[config.mk]
export PLATFORM = sky130hd
export DESIGN_NAME = stage3_branch_unit
export DESIGN_NICKNAME = d
export VERILOG_FILES = /design/src/rtl/stage3_branch_unit.sv
export SDC_FILE = /design/constraint.sdc
export NUM_CORES = 1
export LEC_CHECK = 0
export ABC_AREA = 1
export ABC_CLOCK_PERIOD_IN_PS = 6330
export CAP_MARGIN = 5
export CORE_MARGIN = 5
export CORE_UTILIZATION = 59
export DETAILED_ROUTE_END_ITERATION = 10
export PLACE_DENSITY = 0.88
export REMOVE_ABC_BUFFERS = 1
export SLEW_MARGIN = 20
export SYNTH_ARGS = -nofsm -noshare
export SYNTH_HDL_FRONTEND = slang
export SYNTH_SLANG_ARGS = --single-unit
export TNS_END_PERCENT = 5
[constraint.sdc]
create_clock -name clock -period 6.33 [get_ports clock]
set_clock_uncertainty 0.15 [all_clocks]
set_input_delay 0.633 -clock clock [delete_from_list [all_inputs] [get_ports clock]]
set_output_delay 0.633 -clock clock [all_outputs]
set_load 0.005 [all_outputs]
[src/rtl/stage3_branch_unit.sv]
// Execute-stage branch resolution with a saturating-counter direction table.
// Optional BRANCH_STATS_EN adds branch / mispredict event counters.
module stage3_branch_unit #(
  parameter int unsigned XLEN        = 32,
  parameter int unsigned BHT_ENTRIES = 64,
  parameter int unsigned CTR_BITS    = 2
) (
  input  logic            clock,
  input  logic            reset,
  input  logic            stall,
  input  logic            valid,
  input  logic            is_branch,
  input  logic            is_jal,
  input  logic            is_jalr,
  input  logic [3:0]      branch_type,
  input  logic [3:0]      compare,
  input  logic            predicted_taken,
  input  logic [XLEN-1:0] s3_instruction_addr,
  input  logic [XLEN-1:0] imm,
  input  logic [XLEN-1:0] jalr_target,
  input  logic [XLEN-1:0] s1_lookup_addr,
  output logic            s1_predict_taken,
  output logic            do_flush,
  output logic [XLEN-1:0] redirect_addr,
`ifdef BRANCH_STATS_EN
  output logic [31:0]     stat_branches,
  output logic [31:0]     stat_mispredicts,
`endif
  output logic [XLEN-1:0] link_addr
);

  localparam int unsigned IDX_W = $clog2(BHT_ENTRIES);
  localparam logic [CTR_BITS-1:0] CTR_RST = CTR_BITS'((1 << (CTR_BITS - 1)) - 1);
  localparam logic [CTR_BITS-1:0] CTR_MAX = '1;

  logic [CTR_BITS-1:0] ctr_q [BHT_ENTRIES];
  logic [CTR_BITS-1:0] ctr_d [BHT_ENTRIES];
  logic                do_flush_q, do_flush_d;
  logic [XLEN-1:0]     redirect_q, redirect_d;
  logic                pred_q, pred_d;

  logic                live, taken, train;
  logic [XLEN-1:0]     pc_plus4, pc_imm;
  logic [IDX_W-1:0]    upd_idx, lookup_idx;
  logic [CTR_BITS-1:0] upd_ctr;
  logic                br_resolved, bj_mispredict;

  assign live       = valid & ~stall & ~do_flush_q;
  assign taken      = |(branch_type & compare);
  assign pc_plus4   = s3_instruction_addr + XLEN'(4);
  assign pc_imm     = s3_instruction_addr + imm;
  assign link_addr  = pc_plus4;
  assign upd_idx    = s3_instruction_addr[IDX_W+1:2];
  assign lookup_idx = s1_lookup_addr[IDX_W+1:2];
  assign upd_ctr    = ctr_q[upd_idx];

  logic unused_addr_bits;
  assign unused_addr_bits = ^{s1_lookup_addr[XLEN-1:IDX_W+2], s1_lookup_addr[1:0],
                              jalr_target[0]};

  // Resolution priority JALR > JAL > branch; only the branch arm trains.
  always_comb begin
    do_flush_d    = 1'b0;
    redirect_d    = redirect_q;
    train         = 1'b0;
    br_resolved   = 1'b0;
    bj_mispredict = 1'b0;
    if (stall) begin
      do_flush_d = do_flush_q;
    end else if (live) begin
      if (is_jalr) begin
        do_flush_d = 1'b1;
        redirect_d = {jalr_target[XLEN-1:1], 1'b0};
      end else if (is_jal) begin
        if (!predicted_taken) begin
          do_flush_d    = 1'b1;
          bj_mispredict = 1'b1;
          redirect_d    = pc_imm;
        end
      end else if (is_branch) begin
        train       = 1'b1;
        br_resolved = 1'b1;
        if (taken != predicted_taken) begin
          do_flush_d    = 1'b1;
          bj_mispredict = 1'b1;
          redirect_d    = taken ? pc_imm : pc_plus4;
        end
      end
    end
  end

  always_comb begin
    for (int unsigned i = 0; i < BHT_ENTRIES; i++) begin
      ctr_d[i] = ctr_q[i];
    end
    if (train) begin
      if (taken && upd_ctr != CTR_MAX) begin
        ctr_d[upd_idx] = upd_ctr + CTR_BITS'(1);
      end else if (!taken && upd_ctr != '0) begin
        ctr_d[upd_idx] = upd_ctr - CTR_BITS'(1);
      end
    end
  end

  // Lookup reads the pre-update table, so a same-index train shows old data.
  assign pred_d = stall ? pred_q : ctr_q[lookup_idx][CTR_BITS-1];

  always_ff @(posedge clock or negedge reset) begin
    if (!reset) begin
      for (int unsigned i = 0; i < BHT_ENTRIES; i++) begin
        ctr_q[i] <= CTR_RST;
      end
      do_flush_q <= 1'b0;
      redirect_q <= '0;
      pred_q     <= 1'b0;
    end else begin
      for (int unsigned i = 0; i < BHT_ENTRIES; i++) begin
        ctr_q[i] <= ctr_d[i];
      end
      do_flush_q <= do_flush_d;
      redirect_q <= redirect_d;
      pred_q     <= pred_d;
    end
  end

  assign do_flush         = do_flush_q;
  assign redirect_addr    = redirect_q;
  assign s1_predict_taken = pred_q;

`ifdef BRANCH_STATS_EN
  logic [31:0] stat_br_q, stat_br_d;
  logic [31:0] stat_mp_q, stat_mp_d;

  always_comb begin
    stat_br_d = stat_br_q;
    stat_mp_d = stat_mp_q;
    if (br_resolved && stat_br_q != '1) begin
      stat_br_d = stat_br_q + 32'd1;
    end
    if (bj_mispredict && stat_mp_q != '1) begin
      stat_mp_d = stat_mp_q + 32'd1;
    end
  end

  always_ff @(posedge clock or negedge reset) begin
    if (!reset) begin
      stat_br_q <= '0;
      stat_mp_q <= '0;
    end else begin
      stat_br_q <= stat_br_d;
      stat_mp_q <= stat_mp_d;
    end
  end

  assign stat_branches    = stat_br_q;
  assign stat_mispredicts = stat_mp_q;
`else
  logic unused_stats;
  assign unused_stats = br_resolved ^ bj_mispredict;
`endif

endmodule

# Word-level counts from Yosys, hierarchy flattened
# Cells that the tools add are included.
# totals
output_inout_bits	66
inputBits	144
reg_bits	162
wordCells	124
# classes
eq_ne	3
order_cmp	3
n_addsub	4
bitwise	7
reduce_logical	11
n_mux	29
# op_table
cell	n
128-bit bitwise mux	2
128-bit 2-to-1 mux	2
32-bit 2-to-1 mux	6
32-bit by 3-bit adder with 32-bit output (second input constant)	1
32-bit adder	1
2-bit binary-select mux with 6-bit select	2
7-bit greater-or-equal comparator (second input constant)	2
6-bit NOT with 7-bit output	2
2-bit demux with 6-bit select	1
1-bit 2-to-1 mux	11
2-bit 2-to-1 mux	5
7-bit by 1-bit < comparator with 1-bit output (second input constant)	1
3-bit nonzero test	2
5-bit AND reduction	1
4-bit bitwise AND	1
2-bit nonzero test	2
4-bit OR reduction	1
1-bit logical AND	3
3-bit inequality test (second input constant)	1
2-bit by 1-bit adder with 2-bit output (second input constant)	1
1-bit bitwise AND	2
2-bit inequality test (second input constant)	1
1-bit NOT	2
2-bit AND reduction	1
other kinds (3)	3

# Depth between registers and ports, before layout
# depth
ltp_word	8
ltp_mapped	23
ltp_nobuf	21

# Least setup slack after synthesis
# Ideal clock, no wire load.
# synth_timing
kind	input-to-reg
start	input port s3_instruction_addr[3]
end	register ctr_q[61] in the netlist's numbering
stages	22
slack_ps	3018
required_ps	6054
arrival_ps	3036
n_path_buf	3
setup_time_ps	126
path_cell_list	buf_4 > inv_1 > nand3_1 > buf_4 > o22ai_1 > nor2_1 > nand3b_1 > nand2_1 > nand2_1 > nor2_1 > nand2_2 > buf_2 > inv_1 > ha_1 > inv_1 > nand2_1 > o21ai_0 > nand2_1 > nor2_1 > inv_1 > nor2_1 > o21ai_0
# synth_via
elab_chain_len	8
word_cells_on_any_way	21
classes_between	add/sub: 2; order compare: 2; eq/ne: 1; mux: 9; bitwise: 1; reduce/logical: 6
# synth_lines
element	line	source
start: declaration	18	input logic [XLEN-1:0] s3_instruction_addr,
6-bit NOT with 7-bit output (implied by the code) *	55, 98, 100	
2-bit binary-select mux with 6-bit select (tied with other cells)	55	assign upd_ctr = ctr_q[upd_idx];
2-bit 2-to-1 mux (implied by the code) or 1-bit logical AND (tied branches)	55, 98, 100	
2-bit 2-to-1 mux, on equally long branches	55, 98, 100	
2-bit by 1-bit subtractor with 2-bit output (tied with other cells)	100	ctr_d[upd_idx] = upd_ctr - CTR_BITS'(1);
128-bit bitwise mux (tied with other cells)	100	
128-bit 2-to-1 mux or 2-bit nonzero test (tied branches)	n/a	
128-bit 2-to-1 mux or 2-bit AND reduction (tied branches)	n/a	
end signal: indexed assignment	118	ctr_q[i] <= ctr_d[i];
end: declaration	36	logic [CTR_BITS-1:0] ctr_q [BHT_ENTRIES];
# Every way passes the cells marked *; elsewhere a longest branch is shown, timed or not. The select of a mux whose other input is x is not followed.
# A chain may end at the register's enable or synchronous reset.

# Worst setup path in the final report
# layout_timing
start	input port s3_instruction_addr[2]
end	register ctr_q[91] in the netlist's numbering
# Same word-level chain as after synthesis.

==> results.json <==
{
  "outcome": "finished, final reports clean",
  "relSlewSlack": 0.3301,
  "use_met3": 0.06930,
  "yosysTopAreaCell": "nand2_1",
  "required_ns": 6.48,
  "wl_um": 43830,
  "crit_start": "s3_instruction_addr[2]",
  "grt_usage": 0.3692,
  "finalCritPeriodShare": 0.7673,
  "yosysSeqAreaShare": 0.3451,
  "synth_common_cells": "nand2_1 (805), inv_1 (245), nor2_1 (183)",
  "place_inst": 2329,
  "ctsLongestPathBuffers": 2,
  "synth_edf_count": 0,
  "clock_latency_ns": 0.45,
  "gp_congestion": 1.031,
  "crit_path_end_kind": "flop",
  "stdcell_area_um2": 14620,
  "max-cap-violations": 0,
  "min_path_type": "input pin to asynchronous set/reset pin",
  "report.final.slew_viol_count": 0,
  "synth_area_um2": 11980,
  "fin_util": 0.7270,
  "num_rows": 52,
  "ios": 210,
  "grt-busiest-layer": "met2",
  "yosysWarnings": 0,
  "crit_path_start_kind": "input pin",
  "ys_types": 42,
  "synth_flop_cell": "dfrtp_1",
  "die_area_um2": 23250,
  "vias": 13250,
  "drive_above_1_share": 0.06695,
  "syn_to_final_growth_pct": 22.02,
  "avgSynthCellArea_um2": 6.261,
  "drt-initial-drc-count": 1494,
  "ctsHtreeMaxLevel": 4,
  "timing.setup.tns_ns": 0,
  "period_minus_slack_ns": 4.857,
  "crit_slowest_cell": "clkdlybuf4s50_1",
  "instances_no_fill": 2361,
  "fmax_mhz": 205.9,
  "grtUsageMet2": 0.6044,
  "rsz0062_at_grt": "false",
  "routed_via_density": 5.612,
  "core_area_um2": 20100,
  "fillers": 1656,
  "synth_most_common_cell": "nand2_1",
  "cp_max_fo": 10,
  "cts_setup_buffers": 0,
  "cts-resized-gates": 0,
  "io_buffer_count": 182,
  "grt_first_pass_wirelength_um": 68810,
  "initial_core_util": 0.5958,
  "cts_root_buf": "clkbuf_16",
  "die_h_um": 152.5,
  "finalHoldViolCount": 0,
  "routedWlPerCell_um": 18.56,
  "cts_tree": "yes",
  "synth-seq-cells": 162,
  "synthArstFlopShare": 1.000,
  "max_stage_delay_ns": 0.61,
  "critPathKind": "input pin to flop",
  "power.leakage_uw": 0.007721,
  "final_nets": 2257,
  "crit_arrival_ns": 5.01,
  "dp_hpwl_um": 31910,
  "worst_path_most_repeated_cell": "nand2_1",
  "drcViolationCount": 0,
  "seqCellArea_um2": 4134,
  "grt-ovfl-total": 0,
  "worst-path-buf-inv": 5,
  "grt_pass1_vias": 12910,
  "synth_top_area_frac": 0.2523,
  "multi_input_area_um2": 6629,
  "grt_max_degree": 92,
  "worst_slew_pin_slew_ns": 1.004,
  "ant_nets": 0,
  "n_antenna_cell": 0,
  "numCtsBuffers": 17,
  "power_density_nw_per_um2": 209.3,
  "path_cells": "clkdlybuf4s50_1 > inv_2 > nand3_2 > inv_1 > nand2_1 > o21ai_0 > a21oi_1 > nand3_1 > nand2_1 > nand2_1 > nor2_1 > nand2_1 > inv_1 > ha_1 > o21ai_0 > nand2_1 > nor2_1 > buf_4 > nand2_1 > nand2_1 > o21ai_0",
  "cts_hold_buf": 0,
  "place_area_um2": 14010,
  "antenna_found_initial": 0,
  "clk_pin_slew_worst_paths_ns": 0.08,
  "ir_drop_uv": 211.0,
  "syn_inst": 1913,
  "dr.pass1.iters": 8,
  "clock_sinks": 162,
  "crit_family": "simple AND/OR/NAND/NOR gates",
  "die_w_um": 152.5,
  "setup_viol": 0,
  "gr-usage-met1": 0.4636,
  "yosys-top-cells-area": "nand2_1 (25%), dfrtp_1 (20%), dfstp_2 (14%)"
}
-- cells by family (layout without fill, tap and decap cells) --
family,Yosys count,count (layout),share of synthesized area
buffers and inverters,305,483,0.1021
XOR/XNOR,30,30,0.02194
flip-flops,162,162,0.3451
AND/OR/NAND/NOR,1151,1151,0.3881
AO/OA/AOI/OAI,230,230,0.1056
adder cells (fa/ha/maj),35,35,0.03719
-- worst paths after layout --
check,slack [ns],cells past startpoint,to
max in group asynchronous,4.44,2,ctr_q[15]$_DFFE_PN0P_
setup / recovery,1.47,21,ctr_q[91]$_DFFE_PN0P_
hold reg to reg,0.32,2,flop
min in group clock,0.32,2,flop
hold / removal,0.10,1,redirect_addr[24]$_DFFE_PN0P_
setup reg to reg,2.91,15,ctr_q[91]$_DFFE_PN0P_
-- layout by cell type, fill, tap and decap left out, drive strengths merged --
master / count
nand2: 807
inv: 252
nor2: 186
clkdlybuf4s50: 181
nand3: 110
o21ai: 101
dfrtp: 98
a21oi: 73
dfstp: 64
ha: 34
o22ai: 25
xor2: 24
buf: 22
clkbuf: 18
nor3: 18
nand4: 12
nand3b: 12
a22oi: 9
clkinv: 9
o211ai: 8
xnor2: 6
o21bai: 4
o2111ai: 2
o2bb2ai: 2
or2: 2
and2: 2
o22a: 1
and3: 1
a31oi: 1
o31ai: 1
o21a: 1
a21o: 1
nor4: 1
a21boi: 1
fa: 1
clkinvlp: 1
-- where the power goes --
group	internal, µW	switching [µW]
Clock	540	537
Sequential	1110	39.0
Combinational	347	488
-- layout make-up --
type,count,area share
clock buffers,18,0.03005
clock inverters,14,0.01121
inverters,248,0.06369
multi-input cells,1446,0.4536
flip-flops and latches,162,0.2829
well taps,270,0.02311
repair buffers,203,0.1355
-- per-layer routing --
| layer | up-vias | routed length (µm) |
|---|---|---|
| met5 | - | 0 |
| met4 | 0 | 2567 |
| met3 | 198 | 4206 |
| met2 | 763 | 20220 |
| met1 | 5984 | 16830 |
| li1 | 6306 | - |
-- through the flow --
| stage | hold WS (ns) | total power, µW | setup slack, ns |
|---|---|---|---|
| finish | 0.1043 | 3059 | 1.473 |
| floorplan | 0.1874 | 1548 | 1.397 |
| global route | 0.1770 | 3186 | 1.251 |
| CTS | 0.1587 | 3044 | 1.674 |
| global placement | 0.3028 | 1969 | 1.310 |
| detailed placement | 0.3079 | 1985 | 1.214 |
(Power assumes the default switching activity.)
